**src/rtl/uart_parity_rx.sv**
```systemverilog
// Receiver for the parity-protected UART frame: start, parity, 8 data bits LSB-first, stop.
// Samples mid-bit, checks parity and stop, and delivers each byte with a one-cycle valid strobe.
module uart_parity_rx #(
  parameter int unsigned CLKS_PER_BIT = 1,
  parameter bit          PARITY_ODD   = 1'b0
) (
  input  logic       clk,
  input  logic       rst_n,
  input  logic       in,
  output logic [7:0] data,
  output logic       valid,
  output logic       parity_err,
  output logic       frame_err,
  output logic       busy
);

  localparam int unsigned CW   = $clog2(CLKS_PER_BIT) + 1;
  localparam int unsigned H    = (CLKS_PER_BIT - 1) / 2;
  localparam int unsigned BW   = 4;
  localparam logic [CW-1:0] RELOAD = CW'(CLKS_PER_BIT - 1);
  localparam logic [CW-1:0] H_M1   = (H == 0) ? '0 : CW'(H - 1);
  localparam logic [BW-1:0] LAST_DATA_BIT = BW'(9);
  localparam logic [BW-1:0] STOP_BIT      = BW'(10);

  typedef enum logic [2:0] {
    IDLE,
    START,
    PARITY,
    DATA,
    STOP,
    WAIT_HIGH
  } state_e;

  state_e        state_q, state_d;
  logic [1:0]    sync_q, sync_d;
  logic [CW-1:0] cnt_q, cnt_d;
  logic [BW-1:0] bit_q, bit_d;
  logic [7:0]    shreg_q, shreg_d;
  logic          par_q, par_d;
  logic [7:0]    data_q, data_d;
  logic          valid_q, valid_d;
  logic          perr_q, perr_d;
  logic          ferr_q, ferr_d;
  logic          busy_q, busy_d;
  logic          rx_s;
  logic          sample;

  assign rx_s   = sync_q[1];
  assign sample = (cnt_q == '0);

  // State register and all output flops
  always_ff @(posedge clk or negedge rst_n) begin
    if (!rst_n) begin
      state_q <= IDLE;
      sync_q  <= 2'b11;
      cnt_q   <= '0;
      bit_q   <= '0;
      shreg_q <= '0;
      par_q   <= 1'b0;
      data_q  <= '0;
      valid_q <= 1'b0;
      perr_q  <= 1'b0;
      ferr_q  <= 1'b0;
      busy_q  <= 1'b0;
    end else begin
      state_q <= state_d;
      sync_q  <= sync_d;
      cnt_q   <= cnt_d;
      bit_q   <= bit_d;
      shreg_q <= shreg_d;
      par_q   <= par_d;
      data_q  <= data_d;
      valid_q <= valid_d;
      perr_q  <= perr_d;
      ferr_q  <= ferr_d;
      busy_q  <= busy_d;
    end
  end

  // Next-state: cnt_q counts down to the next mid-bit sample point
  always_comb begin
    state_d = state_q;
    sync_d  = {sync_q[0], in};
    cnt_d   = cnt_q;
    bit_d   = bit_q;
    shreg_d = shreg_q;
    par_d   = par_q;
    data_d  = data_q;
    valid_d = 1'b0;
    perr_d  = perr_q;
    ferr_d  = ferr_q;

    case (state_q)
      IDLE: begin
        if (!rx_s) begin
          // With H == 0 the start bit is sampled in the detection cycle itself
          if (H == 0) begin
            state_d = PARITY;
            bit_d   = BW'(1);
            cnt_d   = RELOAD;
          end else begin
            state_d = START;
            bit_d   = '0;
            cnt_d   = H_M1;
          end
        end
      end
      START, PARITY, DATA, STOP: begin
        if (!sample) begin
          cnt_d = cnt_q - 1'b1;
        end else begin
          cnt_d = RELOAD;
          if (bit_q != STOP_BIT) begin
            bit_d = bit_q + 1'b1;
          end
          case (state_q)
            START:   state_d = rx_s ? IDLE : PARITY;
            PARITY: begin
              par_d   = rx_s;
              state_d = DATA;
            end
            DATA: begin
              shreg_d = {rx_s, shreg_q[7:1]};
              if (bit_q == LAST_DATA_BIT) begin
                state_d = STOP;
              end
            end
            default: begin
              data_d  = shreg_q;
              perr_d  = par_q ^ (^shreg_q) ^ PARITY_ODD;
              ferr_d  = ~rx_s;
              valid_d = 1'b1;
              state_d = rx_s ? IDLE : WAIT_HIGH;
            end
          endcase
        end
      end
      WAIT_HIGH: begin
        if (rx_s) begin
          state_d = IDLE;
        end
      end
      default: state_d = IDLE;
    endcase

    busy_d = (state_d != IDLE);
  end

  assign data       = data_q;
  assign valid      = valid_q;
  assign parity_err = perr_q;
  assign frame_err  = ferr_q;
  assign busy       = busy_q;

endmodule

```
**config.mk**
```make
export PLATFORM = sky130hd
export DESIGN_NAME = uart_parity_rx
export DESIGN_NICKNAME = d
export VERILOG_FILES = /design/src/rtl/uart_parity_rx.sv
export SDC_FILE = /design/constraint.sdc
export NUM_CORES = 1
export LEC_CHECK = 0
export BUFFER_PORTS_ARGS = -buffer_cell sky130_fd_sc_hd__buf_2
export CORE_MARGIN = 2
export CORE_UTILIZATION = 47
export DETAILED_ROUTE_END_ITERATION = 10
export GPL_TIMING_DRIVEN = 0
export PLACE_DENSITY = 0.75
export SYNTH_ARGS = -nofsm -noshare
export SYNTH_HDL_FRONTEND = slang
export SYNTH_SLANG_ARGS = --single-unit
```
**constraint.sdc**
```tcl
create_clock -name clk -period 1.5 [get_ports clk]
set_input_delay 0.15 -clock clk [delete_from_list [all_inputs] [get_ports clk]]
set_output_delay 0.15 -clock clk [all_outputs]
set_load 0.02 [all_outputs]
```
==> summary.txt, run 1 <==
Outcome
  • Status: finished, final reports clean

Synthesis
  • Mean Syn Cell Area: 12.82 um2
  • Synth area leader: dfrtp_1
  • Post-synth ARST share: 100.0%
  • Synth Register Bits: 30
  • Syn_nets: 106
  • Dominant synthesized flop cell: dfrtp_1
  • Mapped Area: 1282 um2
  • Post-synth EDFFs: 0
  • Post-synth top area share: 54.63%
  • Area contributors post-synth: dfrtp_1, mux2_2, dfstp_2
  • Number of library cell types mapped by synthesis: 24
  • Syn Inst Count: 100
  • Yosys warns: 0
  • Sequential-to-total area share from yosys stat: 58.73%

Cells and area
  • Filler instances: 210
  • Non-Filler Instances: 155
  • Post-route cell area: between 1000 and 1500 um2
  • Nets@finish: 130
  • Antenna fix cells: 0
  • Layout area overhead: 15.90%
  • Commonest non-fill, non-tap cell in the layout: dfrtp_1
  • Final design utilization: 58.93%
  • Layout cell share with drive strength beyond 1: between 30% and 40%
  • Most frequent cells in the layout: dfrtp_1, mux2_2, buf_2, nor2_1, clkbuf_4

Hold path
  • WHS Endpoint: sync_q[1]$_DFF_PN1_
  • Tightest Hold Check Type: flip-flop to flip-flop
  • Hold path depth: 0
  • Hold Startpoint: sync_q[0]$_DFF_PN1_

Setup path
  • Worst reg2reg path depth: 5
  • Reg-to-Reg Start: state_q[0]$_DFF_PN0_
  • CP max FO: 8
  • WS Path Type: flip-flop to flip-flop
  • Worst setup EP type: flip-flop
  • Reg2reg end: bit_q[3]$_DFFE_PN0P_
  • FF-to-FF setup slack: 100 ps
  • CP required: between 1500 and 2000 ps
  • Crit path launch type: flip-flop
  • CP Launch Point: state_q[0]$_DFF_PN0_
  • WP data arrival: approximately 1600 ps

Place
  • Input/output buffers: 14
  • Placed insts: roughly 140
  • DP HPWL: between 1 and 1.5 mm
  • Final Wtd Congestion: 0.7611
  • Cell Area, Placed: 1390 um2

STA
  • Fin crit share: 93.56%
  • Fmax: between 700 and 800 MHz
  • Slew Viols, Final: 0
  • Worst slew pin tran: 637.9 ps
  • Final Hold Fails: 0
  • Slew headroom: 57.47%
  • Final Skew: roughly 7.8 ps
  • Finish-stage setup viols: 0
  • Final min period: 1403 ps

Floorplanning
  • Die footprint: 3162 um2
  • Chip Height: 56.24 um
  • Io pins: 15
  • Core footprint: between 2000 and 3000 um2
  • Die Width: 56.24 um
  • Core Rows: 18
  • Initial Utilization: 50.84%

Clock tree
  • H-tree depth: 2
  • Cts bufs inserted: 5
  • CTS sink cnt: 30
  • Clock insertion delay at the later pin of the skew report: around 310 ps
  • Root Buffer: clkbuf_4
  • CTS Buffer Depth: 2
  • Clock transition at path regs: 80 ps
  • CTS tree: built

Routing
  • WL final: 1.906 mm
  • Via density: 5.155
  • DRC viols: 0
  • Wire per inst: roughly 12 um
  • Number of antenna-violating nets in the routed design: 0
  • Initial drt markers: 13
  • First-pass DRT Iterations: 3
  • Vias: 799

GRT
  • Vias in the first global route: 813
  • Remaining Overflow, GRT: 0
  • First-pass GRT wire length: 3.684 mm
  • GRT Total Usage: 15.24%
  • Initial antenna violation count: 0
  • Largest net degree at the start of global routing: 31

Power
  • Static leakage: 0.6887 nW
  • Power Total: 3.378 mW
  • Peak VDD IR: 0.001337 V
  • Pwr/cell area: between 2000 and 2500 nW/um2

Run
  • Total of max-cap violations: 0
metrics by stage:
| stage | hold slack (ps) | TNS [ps] | setup WS [ps] |
|---|---|---|---|
| 6_report | 360.9 | 0 | 96.57 |
| 5_1_grt | 364.6 | -15.24 | -15.24 |
| 4_1_cts | 363.2 | 0 | 50.73 |
| 3_5_place_dp | 221.0 | 0 | 66.16 |
| 3_3_place_gp | 206.7 | 0 | 91.57 |
| 2_1_floorplan | -145.6 | 0 | 190.6 |
power breakdown:
| part | switching (mW) | internal (mW) | total (mW) |
|---|---|---|---|
| combinational | 0.695 | 0.806 | 1.50 |
| sequential | 0.252 | 1.15 | 1.40 |
| clock | 0.247 | 0.227 | 0.474 |
| total | 1.19 | 2.18 | 3.38 |
worst max path at each step:
stage,end,cells after the start
after global placement,bit_q[1]$_DFFE_PN0P_,4
after global routing,bit_q[3]$_DFFE_PN0P_,5
after floorplan,bit_q[2]$_DFFE_PN0P_,5
after detailed placement,data[3]$_DFFE_PN0P_,5
after CTS,data[3]$_DFFE_PN0P_,5
final,bit_q[3]$_DFFE_PN0P_,5
sequential cells by signal, summed over array words and instances, names as in the netlist:
| register | flops |
|---|---|
| frame_err | 1 |
| busy | 1 |
| data | 8 |
| par_q | 1 |
| sync_q | 2 |
| valid | 1 |
| parity_err | 1 |
| state_q | 3 |
| bit_q | 4 |
| shreg_q | 8 |
area by class of cell:
type | count | area [um2] | share of cell area [%]
inverter | 3 | 11.26 | 0.7576
sequential | 30 | 753.2 | 50.67
clock inverter | 1 | 5.005 | 0.3367
multi-input combinational | 63 | 504.2 | 33.92
buffer | 4 | 22.52 | 1.515
tap | 30 | 37.54 | 2.525
timing repair buffer | 17 | 97.59 | 6.566
clock buffer | 7 | 55.05 | 3.704
metal layers:
metal	vias to the layer above	share of wire, %	global-route usage [%]
met5	-	0	0
met4	0	2.7	9.864
met3	7	3.6	4.419
met2	18	49	22.52
met1	382	45	19.42
li1	392	-	-
kinds of logic after synthesis:
group	synth area share [%]
flops	58.73
simple gates	10.05
xor+xnor	7.219
buf+inv	2.438
mux	14.93
compound gates	3.707
fa+ha+maj	2.927
synth_stat cells, drive strengths merged, types with 2 or more instances:
cell	number
a21oi	2
and3	2
xnor2	4
dfrtp	28
nor2	7
inv	3
mux2	17
nand3b	3
nand3	3
dfstp	2
xor2	4
o21ai	6
buf	3
ha	3
nor2b	2
nand2	4
critical path: stages, from the launching register on:
cell and delay [ps]:
dfrtp_1 370, buf_2 160, or3_1 420, nand3_1 120
xor2_1 160, nor2_1 60
timing repair:
item,in CTS,in global routing
setup buffers,0,1
gates resized for setup,0,4
hold buffers,2,0
setup endpoints to repair,0,11
endpoints found under the hold margin,29,0
Power figures use the tool's default switching activity.
==> inputs of run 2 (changes only) <==
Settings changed: RECOVER_POWER set to 50.
==> summary.txt, run 2 (synthesis gave the netlist of run 1 again) <==
Outcome
  • Status: finished, final reports clean (unchanged)

GRT
  • Remaining Overflow, GRT: 0 (unchanged)
  • Largest net degree at the start of global routing: 31 (unchanged)
  • First-pass GRT wire length: 3.684 mm (unchanged)
  • Vias in the first global route: 813 (unchanged)
  • GRT Total Usage: 15.24% (unchanged)
  • Initial antenna violation count: 0 (unchanged)

Setup path
  • FF-to-FF setup slack: 100 ps (about the same)
  • Reg-to-Reg Start: state_q[0]$_DFF_PN0_ (unchanged)
  • Worst reg2reg path depth: 5 (unchanged)
  • Worst setup EP type: flip-flop (unchanged)
  • WP data arrival: 1600 ps (about the same)
  • Reg2reg end: bit_q[3]$_DFFE_PN0P_ (unchanged)
  • WS Path Type: flip-flop to flip-flop (unchanged)
  • CP Launch Point: state_q[0]$_DFF_PN0_ (unchanged)
  • Crit path launch type: flip-flop (unchanged)
  • CP required: 1690 ps (about the same)
  • CP max FO: 8 (unchanged)

STA
  • Final Hold Fails: 0 (unchanged)
  • Final min period: 1404 ps (was 1403 ps)
  • Final Skew: 7.853 ps (was 7.813 ps)
  • Slew Viols, Final: 0 (unchanged)
  • Slew headroom: 52.66% (was 57.47%)
  • Worst slew pin tran: 710.1 ps (was 637.9 ps)
  • Fmax: 712.3 MHz (was 712.5 MHz)
  • Fin crit share: 93.59% (was 93.56%)
  • Finish-stage setup viols: 0 (unchanged)

Clock tree
  • Clock insertion delay at the later pin of the skew report: 310 ps (about the same)
  • H-tree depth: 2 (unchanged)
  • Clock transition at path regs: 80 ps (about the same)
  • Root Buffer: clkbuf_4 (unchanged)
  • CTS tree: built (unchanged)
  • Cts bufs inserted: 5 (unchanged)
  • CTS Buffer Depth: 2 (unchanged)
  • CTS sink cnt: 30 (unchanged)

Floorplanning
  • Core Rows: 18 (unchanged)
  • Die Width: 56.24 um (unchanged)
  • Initial Utilization: 50.84% (unchanged)
  • Core footprint: 2522 um2 (unchanged)
  • Die footprint: 3162 um2 (unchanged)
  • Io pins: 15 (unchanged)
  • Chip Height: 56.24 um (unchanged)

Place
  • Final Wtd Congestion: 0.7611 (unchanged)
  • Placed insts: 144 (unchanged)
  • Input/output buffers: 14 (unchanged)
  • DP HPWL: 1.381 mm (unchanged)

Routing
  • WL final: 1.913 mm (was 1.906 mm)
  • Initial drt markers: 13 (unchanged)
  • Vias: 798 (was 799)
  • Wire per inst: 12.34 um (was 12.30 um)
  • DRC viols: 0 (unchanged)
  • Via density: 5.148 (was 5.155)
  • Number of antenna-violating nets in the routed design: 0 (unchanged)
  • First-pass DRT Iterations: 4 (was 3)

Cells and area
  • Antenna fix cells: 0 (unchanged)
  • Most frequent cells in the layout: dfrtp_1, mux2_2, buf_2, nor2_1, clkbuf_4 (unchanged)
  • Final design utilization: 58.83% (was 58.93%)
  • Non-Filler Instances: 155 (unchanged)
  • Layout area overhead: 15.71% (was 15.90%)
  • Nets@finish: 130 (unchanged)
  • Commonest non-fill, non-tap cell in the layout: dfrtp_1 (unchanged)
  • Layout cell share with drive strength beyond 1: 34.40% (was 36.80%)

Power
  • Peak VDD IR: 0.001337 V (about the same)
  • Pwr/cell area: 2275 nW/um2 (was 2273 nW/um2)
  • Static leakage: 0.6825 nW (was 0.6887 nW)

Run
  • Total of max-cap violations: 0 (unchanged)

Hold path
  • Tightest Hold Check Type: flip-flop to flip-flop (unchanged)
  • WHS Endpoint: sync_q[1]$_DFF_PN1_ (unchanged)
  • Hold Startpoint: sync_q[0]$_DFF_PN1_ (unchanged)
  • Hold path depth: 0 (unchanged)
## run 2: cell count changes in the layout (fill, tap and decap cells not counted)
cell / change
clkbuf_1: +2
dfstp_1: +1
clkbuf_2: +1
dfstp_2: -1
buf_2: -3
## run 2: power breakdown
| group | total [mW] | switching (mW) | internal (mW) |
|---|---|---|---|
| combinational | 1.50 | 0.695 | 0.803 |
| clock | 0.473 | 0.247 | 0.227 |
| sequential | 1.40 | 0.252 | 1.15 |
| total | 3.38 | 1.19 | 2.18 |
## run 2: how the worst max path moves through the flow
| stage | end | slack, ps |
|---|---|---|
| after floorplan | bit_q[2]$_DFFE_PN0P_ | 190 |
| after global placement | bit_q[1]$_DFFE_PN0P_ | 90 |
| after detailed placement | data[3]$_DFFE_PN0P_ | 70 |
| after CTS | data[3]$_DFFE_PN0P_ | 50 |
| after global routing | bit_q[3]$_DFFE_PN0P_ | -20 |
| final | bit_q[3]$_DFFE_PN0P_ | 100 |
## run 2: critical path: stages (launching register included)
cell	delay, ps
dfrtp_1	370
buf_2	160
or3_1	420
nand3_1	120
xor2_1	160
nor2_1	60
## run 2: cell type report
class                      instances  area (um2)
timing repair buffer              17       95.09
inverter                           3       11.26
fill                             212        1039
buffer                             4       22.52
clock inverter                     1       5.005
sequential                        30       753.2
tap                               30       37.54
multi-input combinational         63       504.2
clock buffer                       7       55.05
## run 2: stage by stage
stage	power [mW]	setup TNS [ps]	hold slack, ps	area, um2	setup WS, ps
floorplan	2.558	0	-145.6	1282	190.6
detailed placement	2.909	0	221.0	1390	66.16
global route	3.668	-15.24	370.0	1484	-15.24
finish	3.376	0	366.3	1484	96.19
global placement	2.832	0	206.7	1390	91.57
CTS	3.406	0	363.2	1470	50.73
## run 2: per-layer routing
| metal | wire length [um] | GRT usage [%] | up-vias | share of wire [%] |
|---|---|---|---|---|
| li1 | - | - | 392 | - |
| met1 | 854 | 19.42 | 381 | 45 |
| met2 | 935 | 22.52 | 18 | 49 |
| met3 | 71 | 4.419 | 7 | 3.7 |
| met4 | 51 | 9.864 | 0 | 2.7 |
| met5 | 0 | 0 | - | 0 |
## run 2: what timing repair did
action,CTS,global route
setup endpoints to repair,0,11
hold endpoints to repair,29,0
buffers inserted,0,1
hold buffers,2,0
gates resized for setup,0,4
